==> config.mk <==
export PLATFORM = sky130hd
export DESIGN_NAME = sequence_display_module
export DESIGN_NICKNAME = d
export VERILOG_FILES = /design/src/rtl/sequence_display_module.sv
export SDC_FILE = /design/constraint.sdc
export NUM_CORES = 1
export LEC_CHECK = 0
export BUFFER_PORTS_ARGS = -buffer_cell sky130_fd_sc_hd__buf_4
export CAP_MARGIN = 20
export CORE_ASPECT_RATIO = 1.2
export CORE_MARGIN = 5
export CORE_UTILIZATION = 39
export DETAILED_ROUTE_END_ITERATION = 8
export HOLD_SLACK_MARGIN = 0.02
export PLACE_DENSITY_LB_ADDON = 0.3
export SLEW_MARGIN = 40
export SYNTH_ARGS = -nofsm -noshare
export SYNTH_HDL_FRONTEND = slang
export SYNTH_SLANG_ARGS = --single-unit
==> constraint.sdc <==
create_clock -name i_clk -period 4.9 [get_ports i_clk]
set_clock_uncertainty 0.2 [all_clocks]
set_input_delay 0.98 -clock i_clk [delete_from_list [all_inputs] [get_ports i_clk]]
set_output_delay 0.98 -clock i_clk [all_outputs]
set_load 0.01 [all_outputs]
==> src/rtl/sequence_display_module.sv <==
// sequence_display_module
// Plays a packed Simon colour sequence on the four game LEDs, one step at a
// time, with on/gap durations derived from the latched speed setting.
// Optional feature macro: SEQ_DISPLAY_ACCEL_EN -- when defined, the LED
// on-time shrinks by (on >> 4) cycles per step, floored at 1 cycle.

module sequence_display_module #(
   parameter int unsigned BASE_ON_CYCLES  = 40_000_000,
   parameter int unsigned BASE_GAP_CYCLES = 20_000_000,
   parameter int unsigned MAX_STEPS       = 16
) (
   input  logic                   i_clk,
   input  logic                   i_reset_n,
   input  logic                   i_start,
   input  logic                   i_abort,
   input  logic [1:0]             i_speed,
   input  logic [4:0]             i_length,
   input  logic [2*MAX_STEPS-1:0] i_sequence,
   output logic [3:0]             o_led_color,
   output logic                   o_busy,
   output logic [3:0]             o_step,
   output logic                   o_done
);

   typedef enum logic [1:0] {
      S_IDLE = 2'd0,
      S_ON   = 2'd1,
      S_GAP  = 2'd2,
      S_DONE = 2'd3
   } state_t;

   // Duration for a speed setting: speeds 2 and 3 both divide by four.
   function automatic logic [31:0] scaled_dur(input logic [31:0] base,
                                              input logic [1:0]  speed);
      logic [31:0] d;
      case (speed)
         2'd0:    d = base;
         2'd1:    d = base >> 1;
         default: d = base >> 2;
      endcase
      if (d == '0) d = 32'd1;
      return d;
   endfunction

`ifdef SEQ_DISPLAY_ACCEL_EN
   // On-time for step k: on - (on >> 4) * k, never below one cycle.
   function automatic logic [31:0] accel_on(input logic [31:0] on,
                                            input logic [3:0]  k);
      logic [35:0] cut;
      cut = {4'd0, (on >> 4)} * {32'd0, k};
      if (cut >= {4'd0, on}) return 32'd1;
      return on - cut[31:0];
   endfunction
`endif

   state_t                 state_q, state_nxt;
   logic [3:0]             step_q, step_nxt;
   logic [31:0]            cnt_q, cnt_nxt;
   logic [2*MAX_STEPS-1:0] seq_q, seq_nxt;
   logic [31:0]            len_q, len_nxt;
   logic [31:0]            on_q, on_nxt;
   logic [31:0]            gap_q, gap_nxt;

   logic [31:0]            start_on, start_gap, start_len;
   logic [31:0]            next_on;
   logic                   last_step;
   logic [1:0]             color_nxt;
   logic [3:0]             led_nxt;
   logic                   busy_nxt;
   logic                   done_nxt;

   // Start-time values computed straight from the live inputs.
   always_comb begin
      start_on  = scaled_dur(32'(BASE_ON_CYCLES), i_speed);
      start_gap = scaled_dur(32'(BASE_GAP_CYCLES), i_speed);
      start_len = (32'(i_length) > MAX_STEPS) ? 32'(MAX_STEPS) : 32'(i_length);
      last_step = ((32'(step_q) + 32'd1) >= len_q);
`ifdef SEQ_DISPLAY_ACCEL_EN
      next_on   = accel_on(on_q, step_q + 4'd1);
`else
      next_on   = on_q;
`endif
   end

   // Next-state, counter and latch logic; abort overrides everything else.
   always_comb begin
      state_nxt = state_q;
      step_nxt  = step_q;
      cnt_nxt   = cnt_q;
      seq_nxt   = seq_q;
      len_nxt   = len_q;
      on_nxt    = on_q;
      gap_nxt   = gap_q;

      case (state_q)
         S_IDLE: begin
            if (i_start && !i_abort) begin
               seq_nxt  = i_sequence;
               len_nxt  = start_len;
               on_nxt   = start_on;
               gap_nxt  = start_gap;
               step_nxt = '0;
               if (start_len == '0) begin
                  state_nxt = S_DONE;
               end else begin
                  state_nxt = S_ON;
                  cnt_nxt   = start_on - 32'd1;
               end
            end
         end
         S_ON: begin
            if (cnt_q == '0) begin
               state_nxt = S_GAP;
               cnt_nxt   = gap_q - 32'd1;
            end else begin
               cnt_nxt = cnt_q - 32'd1;
            end
         end
         S_GAP: begin
            if (cnt_q == '0) begin
               if (last_step) begin
                  state_nxt = S_DONE;
               end else begin
                  state_nxt = S_ON;
                  step_nxt  = step_q + 4'd1;
                  cnt_nxt   = next_on - 32'd1;
               end
            end else begin
               cnt_nxt = cnt_q - 32'd1;
            end
         end
         S_DONE: begin
            state_nxt = S_IDLE;
         end
         default: begin
            state_nxt = S_IDLE;
         end
      endcase

      if (i_abort && (state_q != S_IDLE)) begin
         state_nxt = S_IDLE;
         cnt_nxt   = '0;
      end
   end

   // Output values for the upcoming state, so the outputs can be registered.
   always_comb begin
      color_nxt = 2'd0;
      for (int unsigned k = 0; k < MAX_STEPS; k++) begin
         if (32'(step_nxt) == k) color_nxt = seq_nxt[2*k +: 2];
      end
      led_nxt  = (state_nxt == S_ON) ? (4'b0001 << color_nxt) : 4'b0000;
      busy_nxt = (state_nxt == S_ON) || (state_nxt == S_GAP);
      done_nxt = (state_nxt == S_DONE);
   end

   // State, latched playback parameters and registered outputs.
   always_ff @(posedge i_clk or negedge i_reset_n) begin
      if (!i_reset_n) begin
         state_q     <= S_IDLE;
         step_q      <= '0;
         cnt_q       <= '0;
         seq_q       <= '0;
         len_q       <= '0;
         on_q        <= '0;
         gap_q       <= '0;
         o_led_color <= '0;
         o_busy      <= 1'b0;
         o_step      <= '0;
         o_done      <= 1'b0;
      end else begin
         state_q     <= state_nxt;
         step_q      <= step_nxt;
         cnt_q       <= cnt_nxt;
         seq_q       <= seq_nxt;
         len_q       <= len_nxt;
         on_q        <= on_nxt;
         gap_q       <= gap_nxt;
         o_led_color <= led_nxt;
         o_busy      <= busy_nxt;
         o_step      <= step_nxt;
         o_done      <= done_nxt;
      end
   end

endmodule

==> After elaboration in Yosys (flattened, before gate mapping) <==
Index checks and enable logic that the tools add are counted.
{ "totals": {"reg_bits": 172, "in_bits": 43, "output_inout_bits": 10, "elab_cells": 101} }
{ "classes": {"addsub": 6, "n_lt_le_gt_ge": 2, "n_eq_ne": 25, "shifts": 1, "mux": 42, "n_reduce_logical": 15} }
{ "ops": {"columns": ["operator", "n"], "rows": [
  ["32-bit two-way mux", 10],
  ["32-bit zero test", 4],
  ["32-bit by 1-bit subtractor with 32-bit output, second input constant", 4],
  ["32-bit one-hot mux with 3 select lines", 1],
  ["26-bit one-hot mux with 2 select lines", 1],
  ["25-bit one-hot mux with 2 select lines", 1],
  ["2-bit two-way mux", 22],
  ["4-bit == test, second input constant", 8],
  ["5-bit by 32-bit greater-or-equal comparator with 1-bit output", 1],
  ["4-bit by 3-bit == test with 1-bit output, second input constant", 4],
  ["4-bit two-way mux", 4],
  ["2-bit == test, second input constant", 4],
  ["4-bit by 2-bit == test with 1-bit output, second input constant", 2],
  ["2-bit one-hot mux with 4 select lines", 1],
  ["4-bit one-hot mux with 2 select lines", 1],
  ["2-bit by 1-bit == test with 1-bit output, second input constant", 3],
  ["3-bit != test, second input constant", 2],
  ["4-bit by 1-bit adder with 5-bit output, second input constant", 1],
  ["5-bit > comparator, second input constant", 1],
  ["5-bit two-way mux", 1],
  ["4-bit by 1-bit adder with 4-bit output, second input constant", 1],
  ["4-bit by 1-bit == test with 1-bit output, second input constant", 1],
  ["2-bit zero test", 2],
  ["4-bit zero test", 1],
  ["other kinds (9)", 10]
]} }

==> Depth between registers and ports, before layout <==
{ "depth": {"ltp_word": 24, "depth_mapped": 16, "ltp_nobuf": 14} }

==> Worst setup path after synthesis <==
OpenSTA, ideal clock, no wires.
{ "synth_timing": {"path_kind": "reg-to-reg", "startpoint": "register cnt_q[0]", "endpoint": "register o_led_color[2]", "setup_ns": 0.120, "t_arrival_ns": 3.341, "t_required_ns": 4.580, "setup_slack_ns": 1.239, "path_stages_with_launch": 16, "path_cell_list": "dfrtp_1 -> inv_1 -> ha_1 -> or4b_4 -> buf_6 -> or3_4 -> nor4_4 -> o211a_1 -> and2_4 -> buf_6 -> buf_8 -> mux2_1 -> o21ai_0 -> nand3b_1 -> a32o_2 -> and3_1"} }
{ "synth_via": {"elab_chain_cells": 22, "elab_cells_between_ends": 42, "cone_classes": "eq/ne (16); shift (1); mux (23); reduce/logical (2)"} }
{ "synth_lines": {"columns": ["item", "line", "text"], "rows": [
  ["start, declared", "58", "logic [31:0] cnt_q, cnt_nxt;"],
  ["start signal, assigned", "174", "cnt_q <= cnt_nxt;"],
  ["32-bit zero test (*)", "112, 120", null],
  ["4-bit two-way mux", "120", "if (cnt_q == '0) begin"],
  ["4-bit one-hot mux with 2 select lines", "95", "case (state_q)"],
  ["4-bit zero test", "150", "if (32'(step_nxt) == k) color_nxt = seq_nxt[2*k +: 2];"],
  ["2-bit two-way mux (16 in a row)", "150", null],
  ["1-bit by 2-bit left shift with 4-bit output", "152", "led_nxt = (state_nxt == S_ON) ? (4'b0001 << color_nxt) : 4'b0000;"],
  ["4-bit two-way mux (*)", "152", null],
  ["named net led_nxt[2]", "68", "logic [3:0] led_nxt;"],
  ["end signal, assigned", "179", "o_led_color <= led_nxt;"],
  ["end, declared", "19", "output logic [3:0] o_led_color,"]
]} }
Mark *: on every way through the listed nets, which the timed path passes. The rest lies on a longest branch.
A chain may end at the register's enable or synchronous reset.

==> Worst setup path in the final report <==
{ "layout_timing": {"startpoint": "register step_q[0]", "endpoint": "register o_led_color[0]"} }
{ "layout_via": {"elab_chain_cells": 24, "elab_cells_between_ends": 46, "cone_classes": "add/sub (2); order compare (1); eq/ne (16); shift (1); mux (25); reduce/logical (1)"} }
{ "layout_lines": {"columns": ["item", "line", "text"], "rows": [
  ["start, declared", "57", "logic [3:0] step_q, step_nxt;"],
  ["start signal, assigned", "173", "step_q <= step_nxt;"],
  ["4-bit by 1-bit adder with 5-bit output", "77", "last_step = ((32'(step_q) + 32'd1) >= len_q);"],
  ["5-bit by 32-bit greater-or-equal comparator with 1-bit output", "77", null],
  ["4-bit two-way mux", "121", "if (last_step) begin"],
  ["4-bit two-way mux", "120", null],
  ["4-bit one-hot mux with 2 select lines", "95", null],
  ["4-bit zero test", "150", null],
  ["2-bit two-way mux (16 in a row)", "150", null],
  ["1-bit by 2-bit left shift with 4-bit output", "152", null],
  ["4-bit two-way mux (*)", "152", null],
  ["named net led_nxt[0]", "68", null]
]} }
Marked as above.

==> metrics.cfg <==
[run_status]
outcome = completed

[cells_and_area]
layout-area-overhead-vs-synth_pct = 14.4
final_layout_size_suffix_gt1_share_pct = 13.4
nNetsFinal = 775
antenna-diode-count = 0
postLayoutCoreUtil_pct = 44.9
stdcell_area_sq_mm = 0.00640

[global_routing]
grt.overflow.total = 0
antenna_found_initial = 0
first_global_vias = 5107
grt_use_total_pct = 19.2
grt_max_degree = 89
grt_pass1_wl_um = 26100

[power]
switching_share_of_power_pct = 45.9
power.share.clock_pct = 17.4
design_internal_power_mw = 2.28
p_per_area_mw_per_mm2 = 658
cellLeakagePower_nw = 3.02
p_sw_mw = 1.93
pwr-share-seq_pct = 30.7
ir_drop_uv = 303
pwr-share-comb_pct = 51.8

[clock_network]
hold_buffer_count_at_cts = 0
ctsRootBufferMaster = sky130_fd_sc_hd__clkbuf_16
worst_setup_hold_path_clk_slew_ns = 0.07
clock_tree.htree_level_count = 3
clock_path_buffers = 2
clk-insertion-delay-late_ns = 0.35
cts_tree = yes
postCtsSetupBuffers = 0
cts_resized = 0
tritoncts_num_sinks = 88
cts_buf_count = 9

[routing]
drt_wl_total_um = 15700
dr_total_vias = 5156
firstDrtPassIters = 5
drt_iter0_markers = 239
wl_per_cell_um = 17.5
antenna_violating_nets_post_route = 0
drcViolationCount = 0
drt-vias-per-instance = 5.75

[worst_setup_path]
required_time_worst_endpoint_ns = 4.98
timing.critical_path.from_type = flop
critPathArrivalTime_ns = 4.37
crit_fanout = 15
cp-end-kind = flop
ff2ff_setup_slack_ns = 0.61
timing_worst_setup_path_type = reg2reg

[hold_path]
worst_hold_path_type = reg2reg

[sta]
report.final.slew_viol_count = 0
worstMarginPinSlew_ns = 0.712
timing.final.crit_share_pct = 87.6
finalCriticalPeriod_ns = 4.29
fin_setup_tns_ns = 0
setup_viol = 0
max_clock_freq_mhz = 233
rsz0062_at_grt = false
final.setup.worst_slack_ns = 0.609
timing_hold_violations_final = 0
worst_slew_margin_rel_pct = 52.6

[die]
design.core.area_sq_mm = 0.0142
floorplan.die_area_sq_mm = 0.0168
die_w_um = 119
start_util_pct = 39.3
placementRows = 48
fp.dieH_um = 141
pin_count = 53

[synth]
synth-simple-area-share_pct = 26.5
ys_warn_count = 0
ys_async_sr_fraction_pct = 100
synth_xor_area_share_pct = 3.29
syn-cell-area_sq_mm = 0.00559
count_of_flip_flops_with_a_built_in_enable_after_synthesis = 0
synth_area_leaders = sky130_fd_sc_hd__dfrtp_1, sky130_fd_sc_hd__nand2_1, sky130_fd_sc_hd__o21ai_0
synth.yosys.seq_area_share_pct = 39.4
syn_nets = 742
post_synth_inst_count = 684
synth-compound-area-share_pct = 20.5
synth.top_cell.area_share_pct = 39.4
multiplexer_area_fraction_after_synthesis_pct = 1.81
post_synth_num_cell_types = 75
synth_commonest_cells = sky130_fd_sc_hd__nand2_1, sky130_fd_sc_hd__dfrtp_1, sky130_fd_sc_hd__o21ai_0, sky130_fd_sc_hd__nor2_1, sky130_fd_sc_hd__clkbuf_1
largest_family_of_logic_cells_by_synthesized_area = simple AND/OR/NAND/NOR gates
synthDominantAreaCellType = sky130_fd_sc_hd__dfrtp_1
dominantRegCellSynth = sky130_fd_sc_hd__dfrtp_1
syn_avg_cell_area_sq_um = 8.18
postSynthRegisterBits = 88
yosys.cell_count.top_type = sky130_fd_sc_hd__nand2_1
post_synth_fa_ha_maj_area_fraction_pct = 3.36

[placed_design]
detailed_place_hpwl_um = 11400
place_worst_setup_slack_ns = 0.638
placed_area_sq_mm = 0.00608
finalWeightedCongestion = 0.907
io_buffer_count = 52

[job]
timing.max_cap.violations = 0

## routing by layer
| metal | global-route usage [%] | wire [um] | vias up |
|---|---|---|---|
| met1 | 23.1 | 6430 | 2482 |
| li1 | - | - | 2469 |
| met3 | 4.13 | 870 | 39 |
| met4 | 8.32 | 510 | 0 |
| met2 | 33.2 | 7890 | 166 |
| met5 | 0 | 0 | - |
## area by class of cell
type | instances | area, sq um
clock buffer | 10 | 239
clock inverter | 6 | 75.1
fill | 1381 | 7840
inverter | 25 | 93.8
multi-input combinational | 532 | 3100
sequential | 88 | 2200
tap | 175 | 219
timing repair buffer | 61 | 464
## metrics by stage
step	cells	hold WS (ns)	power, mW
detailed placement	881	0.261	3.47
finish	897	0.276	4.21
CTS	897	0.278	4.22
global route	897	0.296	4.54
floorplan	684	0.233	2.88
global placement	881	0.258	3.40
## worst max-delay path, cell delays in order (launching register included)
cell                       delay, ns
sky130_fd_sc_hd__dfrtp_1        0.63
sky130_fd_sc_hd__ha_1           0.38
sky130_fd_sc_hd__xor2_1         0.20
sky130_fd_sc_hd__ha_1           0.27
sky130_fd_sc_hd__a31o_2         0.26
sky130_fd_sc_hd__nand3_1        0.12
sky130_fd_sc_hd__nand4_1        0.23
sky130_fd_sc_hd__o211ai_2       0.25
sky130_fd_sc_hd__and2_1         0.15
sky130_fd_sc_hd__buf_4          0.20
sky130_fd_sc_hd__inv_2          0.12
sky130_fd_sc_hd__a32o_1         0.29
sky130_fd_sc_hd__o31a_1         0.31
sky130_fd_sc_hd__a211oi_2       0.39
sky130_fd_sc_hd__nor3b_2        0.23
## path summary, 6_finish.rpt
path,startpoint,endpoint,cells after the start
worst max-delay path,step_q[0],o_led_color[0],14
worst min-delay path,seq_q[11],seq_q[11],2
worst max register to register,step_q[0],o_led_color[0],14
worst min register to register,seq_q[11],seq_q[11],2
max in group asynchronous,i_reset_n,seq_q[2],1
min in group asynchronous,i_reset_n,cnt_q[4],1
## sequential cells by signal (all words and copies together), names as in the netlist
name         flops
seq_q           32
state_q          2
cnt_q           32
o_busy           1
o_led_color      4
step_q           4
next_on          7
o_done           1
len_q            5
## power by group through the flow
stage | sequential [mW] | combinational (mW) | clock (mW)
floorplan | 1.22 | 1.67 | 0
global placement | 1.29 | 2.12 | 0
detailed placement | 1.30 | 2.17 | 0
CTS | 1.29 | 2.18 | 0.747
global route | 1.33 | 2.43 | 0.784
finish | 1.29 | 2.18 | 0.734
## logic make-up (layout without fill, tap and decap cells)
logic type | Yosys count | in the layout
flops | 88 | 88
compound gates | 174 | 174
fa+ha+maj | 15 | 15
mux | 10 | 10
simple gates | 312 | 312
xor+xnor | 21 | 21
buf+inv | 64 | 102
## layout by cell type, fill, tap and decap left out, types with 9 or more instances in the layout
cell,n
sky130_fd_sc_hd__nand2_1,164
sky130_fd_sc_hd__dfrtp_1,88
sky130_fd_sc_hd__o21ai_0,65
sky130_fd_sc_hd__buf_4,60
sky130_fd_sc_hd__nor2_1,49
sky130_fd_sc_hd__a21oi_1,23
sky130_fd_sc_hd__inv_1,22
sky130_fd_sc_hd__nor3_1,15
sky130_fd_sc_hd__ha_1,15
sky130_fd_sc_hd__xor2_1,12
sky130_fd_sc_hd__a22o_1,12
sky130_fd_sc_hd__nand3_1,11
sky130_fd_sc_hd__mux2i_1,9
sky130_fd_sc_hd__xnor2_1,9
sky130_fd_sc_hd__a21o_1,9
sky130_fd_sc_hd__clkbuf_16,9
Power figures use the tool's default switching activity.
